## src/rtl/n101_tl_arb_2to1.sv

```systemverilog
// Two-master to one-slave TL-UL arbiter: round-robin A grant held while stalled,
// D responses steered back by the master-index bit prepended to the source.
module n101_tl_arb_2to1 #(
  parameter int unsigned MAX_OUT = 4,
  parameter int unsigned CW      = 4
) (
  input  logic        clock,
  input  logic        reset,

  input  logic        m0_a_valid,
  output logic        m0_a_ready,
  input  logic [2:0]  m0_a_bits_opcode,
  input  logic [2:0]  m0_a_bits_param,
  input  logic [2:0]  m0_a_bits_size,
  input  logic [1:0]  m0_a_bits_source,
  input  logic [29:0] m0_a_bits_address,
  input  logic [3:0]  m0_a_bits_mask,
  input  logic [31:0] m0_a_bits_data,
  output logic        m0_d_valid,
  input  logic        m0_d_ready,
  output logic [2:0]  m0_d_bits_opcode,
  output logic [1:0]  m0_d_bits_param,
  output logic [2:0]  m0_d_bits_size,
  output logic [1:0]  m0_d_bits_source,
  output logic        m0_d_bits_error,
  output logic [31:0] m0_d_bits_data,

  input  logic        m1_a_valid,
  output logic        m1_a_ready,
  input  logic [2:0]  m1_a_bits_opcode,
  input  logic [2:0]  m1_a_bits_param,
  input  logic [2:0]  m1_a_bits_size,
  input  logic [1:0]  m1_a_bits_source,
  input  logic [29:0] m1_a_bits_address,
  input  logic [3:0]  m1_a_bits_mask,
  input  logic [31:0] m1_a_bits_data,
  output logic        m1_d_valid,
  input  logic        m1_d_ready,
  output logic [2:0]  m1_d_bits_opcode,
  output logic [1:0]  m1_d_bits_param,
  output logic [2:0]  m1_d_bits_size,
  output logic [1:0]  m1_d_bits_source,
  output logic        m1_d_bits_error,
  output logic [31:0] m1_d_bits_data,

  output logic        s_a_valid,
  input  logic        s_a_ready,
  output logic [2:0]  s_a_bits_opcode,
  output logic [2:0]  s_a_bits_param,
  output logic [2:0]  s_a_bits_size,
  output logic [2:0]  s_a_bits_source,
  output logic [29:0] s_a_bits_address,
  output logic [3:0]  s_a_bits_mask,
  output logic [31:0] s_a_bits_data,
  input  logic        s_d_valid,
  output logic        s_d_ready,
  input  logic [2:0]  s_d_bits_opcode,
  input  logic [1:0]  s_d_bits_param,
  input  logic [2:0]  s_d_bits_size,
  input  logic [2:0]  s_d_bits_source,
  input  logic        s_d_bits_error,
  input  logic [31:0] s_d_bits_data,

  output logic        busy
);

  logic          rr_q, rr_d;
  logic          lock_q, lock_d;
  logic          lidx_q, lidx_d;
  logic [CW-1:0] cnt_q, cnt_d;

  logic gidx;
  logic stall;
  logic a_fire;
  logic d_fire;
  logic d_sel;

  assign stall = (cnt_q == CW'(MAX_OUT));

  always_comb begin
    gidx = rr_q;
    if (lock_q)                       gidx = lidx_q;
    else if (m0_a_valid ^ m1_a_valid) gidx = m1_a_valid;
  end

  // A path: purely combinational mux of the granted master
  assign s_a_valid        = (gidx ? m1_a_valid : m0_a_valid) & ~stall;
  assign s_a_bits_opcode  = gidx ? m1_a_bits_opcode  : m0_a_bits_opcode;
  assign s_a_bits_param   = gidx ? m1_a_bits_param   : m0_a_bits_param;
  assign s_a_bits_size    = gidx ? m1_a_bits_size    : m0_a_bits_size;
  assign s_a_bits_address = gidx ? m1_a_bits_address : m0_a_bits_address;
  assign s_a_bits_mask    = gidx ? m1_a_bits_mask    : m0_a_bits_mask;
  assign s_a_bits_data    = gidx ? m1_a_bits_data    : m0_a_bits_data;
  assign s_a_bits_source  = {gidx, (gidx ? m1_a_bits_source : m0_a_bits_source)};

  assign m0_a_ready = s_a_ready & ~stall & ~gidx;
  assign m1_a_ready = s_a_ready & ~stall &  gidx;

  // D path is stateless so it keeps steering correctly across a reset
  assign d_sel      = s_d_bits_source[2];
  assign m0_d_valid = s_d_valid & ~d_sel;
  assign m1_d_valid = s_d_valid &  d_sel;
  assign s_d_ready  = d_sel ? m1_d_ready : m0_d_ready;

  assign m0_d_bits_opcode = s_d_bits_opcode;
  assign m0_d_bits_param  = s_d_bits_param;
  assign m0_d_bits_size   = s_d_bits_size;
  assign m0_d_bits_source = s_d_bits_source[1:0];
  assign m0_d_bits_error  = s_d_bits_error;
  assign m0_d_bits_data   = s_d_bits_data;
  assign m1_d_bits_opcode = s_d_bits_opcode;
  assign m1_d_bits_param  = s_d_bits_param;
  assign m1_d_bits_size   = s_d_bits_size;
  assign m1_d_bits_source = s_d_bits_source[1:0];
  assign m1_d_bits_error  = s_d_bits_error;
  assign m1_d_bits_data   = s_d_bits_data;

  assign a_fire = s_a_valid & s_a_ready;
  assign d_fire = s_d_valid & s_d_ready;
  assign busy   = (cnt_q != '0);

  always_comb begin
    rr_d   = rr_q;
    lock_d = lock_q;
    lidx_d = lidx_q;
    if (a_fire) begin
      lock_d = 1'b0;
      rr_d   = ~gidx;
    end else if (s_a_valid) begin
      lock_d = 1'b1;
      lidx_d = gidx;
    end
  end

  // Saturating decrement absorbs stray responses that outlive a reset
  always_comb begin
    cnt_d = cnt_q;
    if (a_fire && !d_fire)                       cnt_d = cnt_q + 1'b1;
    else if (!a_fire && d_fire && cnt_q != '0)   cnt_d = cnt_q - 1'b1;
  end

  always_ff @(posedge clock or posedge reset) begin
    if (reset) begin
      rr_q   <= 1'b0;
      lock_q <= 1'b0;
      lidx_q <= 1'b0;
      cnt_q  <= '0;
    end else begin
      rr_q   <= rr_d;
      lock_q <= lock_d;
      lidx_q <= lidx_d;
      cnt_q  <= cnt_d;
    end
  end

endmodule
```

## config.mk

```make
export PLATFORM = sky130hd
export DESIGN_NAME = n101_tl_arb_2to1
export DESIGN_NICKNAME = d
export VERILOG_FILES = /design/src/rtl/n101_tl_arb_2to1.sv
export SDC_FILE = /design/constraint.sdc
export NUM_CORES = 1
export LEC_CHECK = 0
export CAP_MARGIN = 20
export CORE_AREA = 2 2 146 148
export CTS_BUF_LIST = sky130_fd_sc_hd__clkbuf_8
export CTS_CLUSTER_SIZE = 24
export DETAILED_ROUTE_END_ITERATION = 8
export DIE_AREA = 0 0 148 150
export HOLD_SLACK_MARGIN = 0.03
export PLACE_DENSITY_LB_ADDON = 0.08
export SLEW_MARGIN = 40
export SYNTH_ARGS = -nofsm -noshare
export SYNTH_HDL_FRONTEND = slang
export SYNTH_SLANG_ARGS = --single-unit
export TNS_END_PERCENT = 5
```

## constraint.sdc

```tcl
create_clock -name clock -period 3 [get_ports clock]
set_input_delay 0.6 -clock clock [delete_from_list [all_inputs] [get_ports clock]]
set_output_delay 0.6 -clock clock [all_outputs]
set_load 0.01 [all_outputs]
```

## Word level (Yosys, flattened, before mapping)

Index checks and enable logic that the tools add are counted.

| word-level totals | value |
|---|---|
| flip-flop bits (word level) | 7 |
| input bits | 206 |
| word-level logic and storage cells | 44 |

| operators by class | value |
|---|---|
| add/subtract/negate cells | 2 |
| equality and inequality tests | 1 |
| muxes and demuxes | 15 |
| bitwise gates (word level) | 13 |
| reduce and logical (&&, ||, !) cells | 9 |

Operators with widths:

| operator | number |
|---|---|
| $mux W32 | 1 |
| $mux W30 | 1 |
| $mux W4 | 3 |
| $mux W3 | 3 |
| $and A1 B1 Y1 | 8 |
| $mux W1 | 6 |
| $add A4 B1 Y4 const B | 1 |
| $eq A4 B3 Y1 const B | 1 |
| $not A1 Y1 | 4 |
| $reduce_bool A2 Y1 | 2 |
| $reduce_bool A4 Y1 | 1 |
| $sub A4 B1 Y4 const B | 1 |
| $logic_and A1 B1 Y1 | 3 |
| $logic_not A1 Y1 | 2 |
| $mux W2 | 1 |
| $reduce_and A2 Y1 | 1 |
| $xor A1 B1 Y1 | 1 |

## Depth between registers and ports, before layout

Gate-level depths: netlist of the first run.

| depth | value |
|---|---|
| depth in word-level cells | 11 |
| mapped depth | 9 |

## Worst setup path before layout of the first run

No wires, ideal clock.

| timing | value |
|---|---|
| kind | input to register |
| start point | input m1_a_valid |
| end point | register cnt_q[3] |
| setup time | 80 ps |
| data arrival time | 2359 ps |
| data required time | 2920 ps |
| setup slack | 561 ps |
| cell stages on the path | 9 |
| cell sequence | mux2i_1 > a211oi_4 > and3_4 > inv_1 > ha_1 > a21o_1 > a21oi_1 > mux2i_1 > xnor2_1 |

| between the ends | value |
|---|---|
| word-level cells in the longest chain between the ends | 10 |
| elaborated cells between the ends (all ways) | 12 |
| those cells by class | mux (4); bitwise (3); reduce/logical (5) |

Ends and longest elaborated chain:

| what | RTL line | RTL |
|---|---|---|
| from (decl) | 28 | `input logic m1_a_valid,` |
| $xor A1 B1 Y1 | 83 | `else if (m0_a_valid ^ m1_a_valid) gidx = m1_a_valid;` |
| $mux W1 | 83 |  |
| $mux W1 | 82 | `if (lock_q) gidx = lidx_q;` |
| $mux W1 * | 87 | `assign s_a_valid = (gidx ? m1_a_valid : m0_a_valid) & ~stall;` |
| $and A1 B1 Y1 * | 87 |  |
| net s_a_valid | 46 | `output logic s_a_valid,` |
| $and A1 B1 Y1 * | 118 | `assign a_fire = s_a_valid & s_a_ready;` |
| $logic_not A1 Y1 | 139 | `else if (!a_fire && d_fire && cnt_q != '0) cnt_d = cnt_q - 1'b1;` |
| $logic_and A1 B1 Y1 (2 in series) | 139 |  |
| $reduce_bool A2 Y1 (no line) | - |  |
| to (signal assigned) | 152 | `cnt_q <= cnt_d;` |
| to (decl) | 70 | `logic [CW-1:0] cnt_q, cnt_d;` |

Mark *: on every way through the listed nets, which the timed path passes. The rest lies on a longest branch.
A chain may end at the register's enable or synchronous reset.

## Worst setup path after layout of the first run

| timing | value |
|---|---|
| start point | input m0_a_valid |
| end point | output s_a_bits_param[1] |

| between the ends | value |
|---|---|
| word-level cells in the longest chain between the ends | 4 |

Ends and longest elaborated chain:

| what | RTL line | RTL |
|---|---|---|
| from (decl) | 10 | `input logic m0_a_valid,` |
| $xor A1 B1 Y1 | 83 |  |
| $mux W1 | 83 |  |
| $mux W1 | 82 |  |
| $mux W3 | 89 | `assign s_a_bits_param = gidx ? m1_a_bits_param : m0_a_bits_param;` |
| to (decl) | 49 | `output logic [2:0] s_a_bits_param,` |

No other way between the ends.

==> results of run 1 <==
==> metal layers <==
layer,vias up,part of all wire
met5,-,0
met4,0,0.031
met3,25,0.091
met2,176,0.51
met1,1183,0.37
li1,1429,-
==> logic make-up after synthesis <==
| logic type | after synthesis | share of synthesized area |
|---|---|---|
| compound gates | 9 | 0.0326 |
| xor+xnor | 3 | 0.0125 |
| fa+ha+maj | 4 | 0.0267 |
| buf+inv | 108 | 0.348 |
| flops | 7 | 0.0830 |
| mux | 6 | 0.0397 |
| simple gates | 248 | 0.457 |
==> cell type report <==
class / count / area [sq um] / area share
antenna: 1 / 2.50 / 0.000557
clock buffer: 3 / 41.3 / 0.00919
clock inverter: 1 / 3.75 / 0.000836
inverter: 5 / 21.3 / 0.00474
multi-input combinational: 270 / 1200 / 0.267
sequential: 7 / 175 / 0.0390
tap: 275 / 344 / 0.0766
timing repair buffer: 273 / 2700 / 0.602
==> registers in the layout, indices dropped and copies added (netlist names) <==
| name | cells |
|---|---|
| cnt_q | 4 |
| lidx_q | 1 |
| lock_q | 1 |
| rr_q | 1 |
==> worst max path at each step <==
stage,startpoint,to,cells after the start
after floorplan,m1_a_valid,cnt_q[3]$_DFFE_PP0P_,9
after global placement,m0_a_valid,s_a_bits_address[3],9
after detailed placement,m0_a_valid,s_a_bits_address[14],9
after CTS,m0_a_valid,s_a_bits_param[1],10
after global routing,m0_a_valid,m0_a_ready,8
final,m0_a_valid,s_a_bits_param[1],10
==> layout by cell type, fill, tap and decap left out, drive strengths merged, types with 2 or more instances in the layout <==
master / n
dlygate4sd2: 78
buf: 24
bufbuf: 2
clkdlybuf4s15: 2
a21oi: 5
xnor2: 2
inv: 6
dfrtp: 7
clkdlybuf4s50: 167
a31oi: 2
ha: 2
mux2: 3
mux2i: 3
nand3: 2
nor2: 6
clkbuf: 3
nand2: 234
==> critical path: cells and delay by family <==
| family | cells | cell delay, ns |
|---|---|---|
| adder cells (fa/ha/maj) | 1 | 0.32 |
| multiplexers | 1 | 0.16 |
| AND/OR/NAND/NOR | 2 | 0.11 |
| buffers and inverters | 6 | 1.06 |
==> power groups by stage <==
stage               Sequential (uW)  Combinational (uW)  Clock (uW)
finish                          226                3240         128
detailed placement              226                3480           0
global route                    236                3590         137
floorplan                       205                1570           0
global placement                224                3510           0
CTS                             225                3330         133
==> stage by stage <==
| stage | hold slack (ns) | power [uW] | TNS (ns) |
|---|---|---|---|
| 2_1_floorplan | 0.403 | 1770 | 0 |
| 3_3_place_gp | 0.537 | 3730 | -23.71 |
| 3_5_place_dp | 0.537 | 3700 | -24.55 |
| 4_1_cts | 0.546 | 3690 | 0 |
| 5_1_grt | 0.586 | 3960 | 0 |
| 6_report | 0.548 | 3600 | 0 |
==> timing repair <==
| item | CTS | global route |
|---|---|---|
| endpoints found under the setup margin | 80 | 0 |
| gates resized for setup | 90 | 0 |
| setup buffers | 3 | 0 |
==> metrics.md, run 1 <==
| Metric | Value |
|---|---|
| Net Sw Frac | `0.473` |
| Fin. max-slew vios | `0` |
| Post-Layout Inst Area | `around 4500 sq um` |
| Layout cells sized above 1 | `0.0751` |
| Setup slack at placement | `-0.377 ns` |
| DR vias/cell | `about 3.4` |
| Final core utilization | `0.217` |
| Met1 GRT Util | `0.110` |
| Num CTS Buffers | `3` |
| Worst r2r src | `cnt_q[0]$_DFFE_PP0P_` |
| Synth Cell Area | `roughly 2100 sq um` |
| WP data required | `between 2 and 2.5 ns` |
| Syn nets | `just under 600` |
| Antenna Nets Post-Route | `0` |
| Fin. Hold Viols | `0` |
| Synth Flop Type | `dfrtp_1` |
| Fmax | `~0.35 GHz` |
| GPL Wtd Cong | `just over 0.7` |
| Post-Synthesis Cells | `about 390` |
| GR Util met3 | `0.0271` |
| HP Start | `cnt_q[3]$_DFFE_PP0P_` |
| Initial Utilization | `0.102` |
| Num ports | `377` |
| Slew @ Worst Pin | `between 0.3 and 0.4 ns` |
| Post-synth top cells | `nand2_1 (234), buf_4 (87), clkbuf_1 (14), dfrtp_1 (7), nor2_1 (5)` |
| Die Y | `around 150 microns` |
| Setup Skew | `approximately 0.001 ns` |
| Clock transition at path regs | `0.04 ns` |
| # placed instances | `about 830` |
| Synth warn | `0` |
| Leakage power | `approximately 0.0022 uW` |
| Synth Register Bits | `7` |
| Total gr overflow | `0` |
| Area Growth Syn to Fin | `113%` |
| Crit start category | `primary input` |
| Peak VDD IR | `about 190 uV` |
| Clk pwr share | `0.036` |
| Met2 global-route usage | `0.178` |
| Hold Crit Depth | `1` |
| Number of hold buffers added after CTS | `0` |
| Final WS setup | `0.140 ns` |
| Reg2reg setup slack | `roughly 0.66 ns` |
| Status | `finished, final reports clean` |
| Root buf cell | `clkbuf_8` |
| Post-Route WL | `11,900 microns` |
| Post-synth EDFFs | `0` |
| CP cell instances | `dlygate4sd2_1 -> inv_1 -> maj3_2 -> mux2i_4 -> buf_6 -> inv_4 -> bufbuf_16 -> nand2_1 -> nand2_1 -> dlygate4sd2_1` |
| CTS tree | `built` |
| Final cell count without fillers | `835` |
| Flop pwr share | `0.063` |
| H-tree depth | `1` |
| Syn avg cell area | `about 5.5 sq um` |
| Count leader, synth | `nand2_1` |
| GRT busiest layer | `met2` |
| Crit path max-delay cell type | `maj3_2` |
| Chip width | `148 microns` |
| Hold EP | `cnt_q[3]$_DFFE_PP0P_` |
| WP data arrival | `~2.3 ns` |
| Setup-failing EPs final | `0` |
| Setup crit end kind | `output pin` |
| DRT Pass-1 Iters | `4` |
| Fill cells | `2,374` |
| Initial antenna violation count | `1` |
| Combinational Power Share | `0.902` |
| Initial DRC count | `39` |
| Die area | `22,200 sq um` |
| Largest net degree at the start of global routing | `28` |
| Final min period | `between 2 and 3 ns` |
| GRT Total Usage | `0.0988` |
| Hold Crit Class | `flop to flop` |
| Cell count of the worst reg-to-reg path | `9` |
| RSZ-0062 raised after global routing | `no` |
| Synth area leaders | `nand2_1 (42%), buf_4 (31%), dfrtp_1 (8.3%)` |
| Fin nets | `around 770` |
| Post-synth top area cell | `nand2_1` |
| Clk Latency, worst-skew pair | `approximately 0.22 ns` |
| Tcrit/Tclk final | `0.953` |
| First-pass GRT wire length | `roughly 17,000 microns` |
| Critical setup path kind | `primary input to output pin` |
| CP max FO | `12` |
| Vias in the first global route | `approximately 2,900` |
| Post-DP HPWL | `~9900 microns` |
| Register area share after synthesis | `0.0830` |
| Max_cap viols | `0` |
| Slew Limit Headroom | `0.736` |
| Vias | `about 2,800` |
| Critical Path Max Stage Delay | `0.32 ns` |
| Ys async rst share | `1.00` |
| Max clock buf depth | `2` |
| Synth top area share | `0.416` |
| Placeable core region | `about 21,000 sq um` |
| Cell Pwr Density | `roughly 800 nW/um^2` |
| Internal | `between 1500 and 2000 uW` |
| TritonCTS Sinks | `7` |
| DR WL/cell | `about 14 microns` |
| Yosys cell types | `30` |
| Placed cell area | `4430 sq um` |
| Reg2reg end | `cnt_q[3]$_DFFE_PP0P_` |
| Row Count | `between 50 and 60` |
| Port Buf Inserts | `around 250` |
| Psw | `between 1500 and 2000 uW` |
| Post-route DRC violation count | `0` |
(Power assumes the default switching activity.)
==> run 2, diff against run 1 <==
Settings changed: ABC_CLOCK_PERIOD_IN_PS set to 3000.
==> results of run 2 <==
Final layout, timing and power as in run 1 (identical DEF).
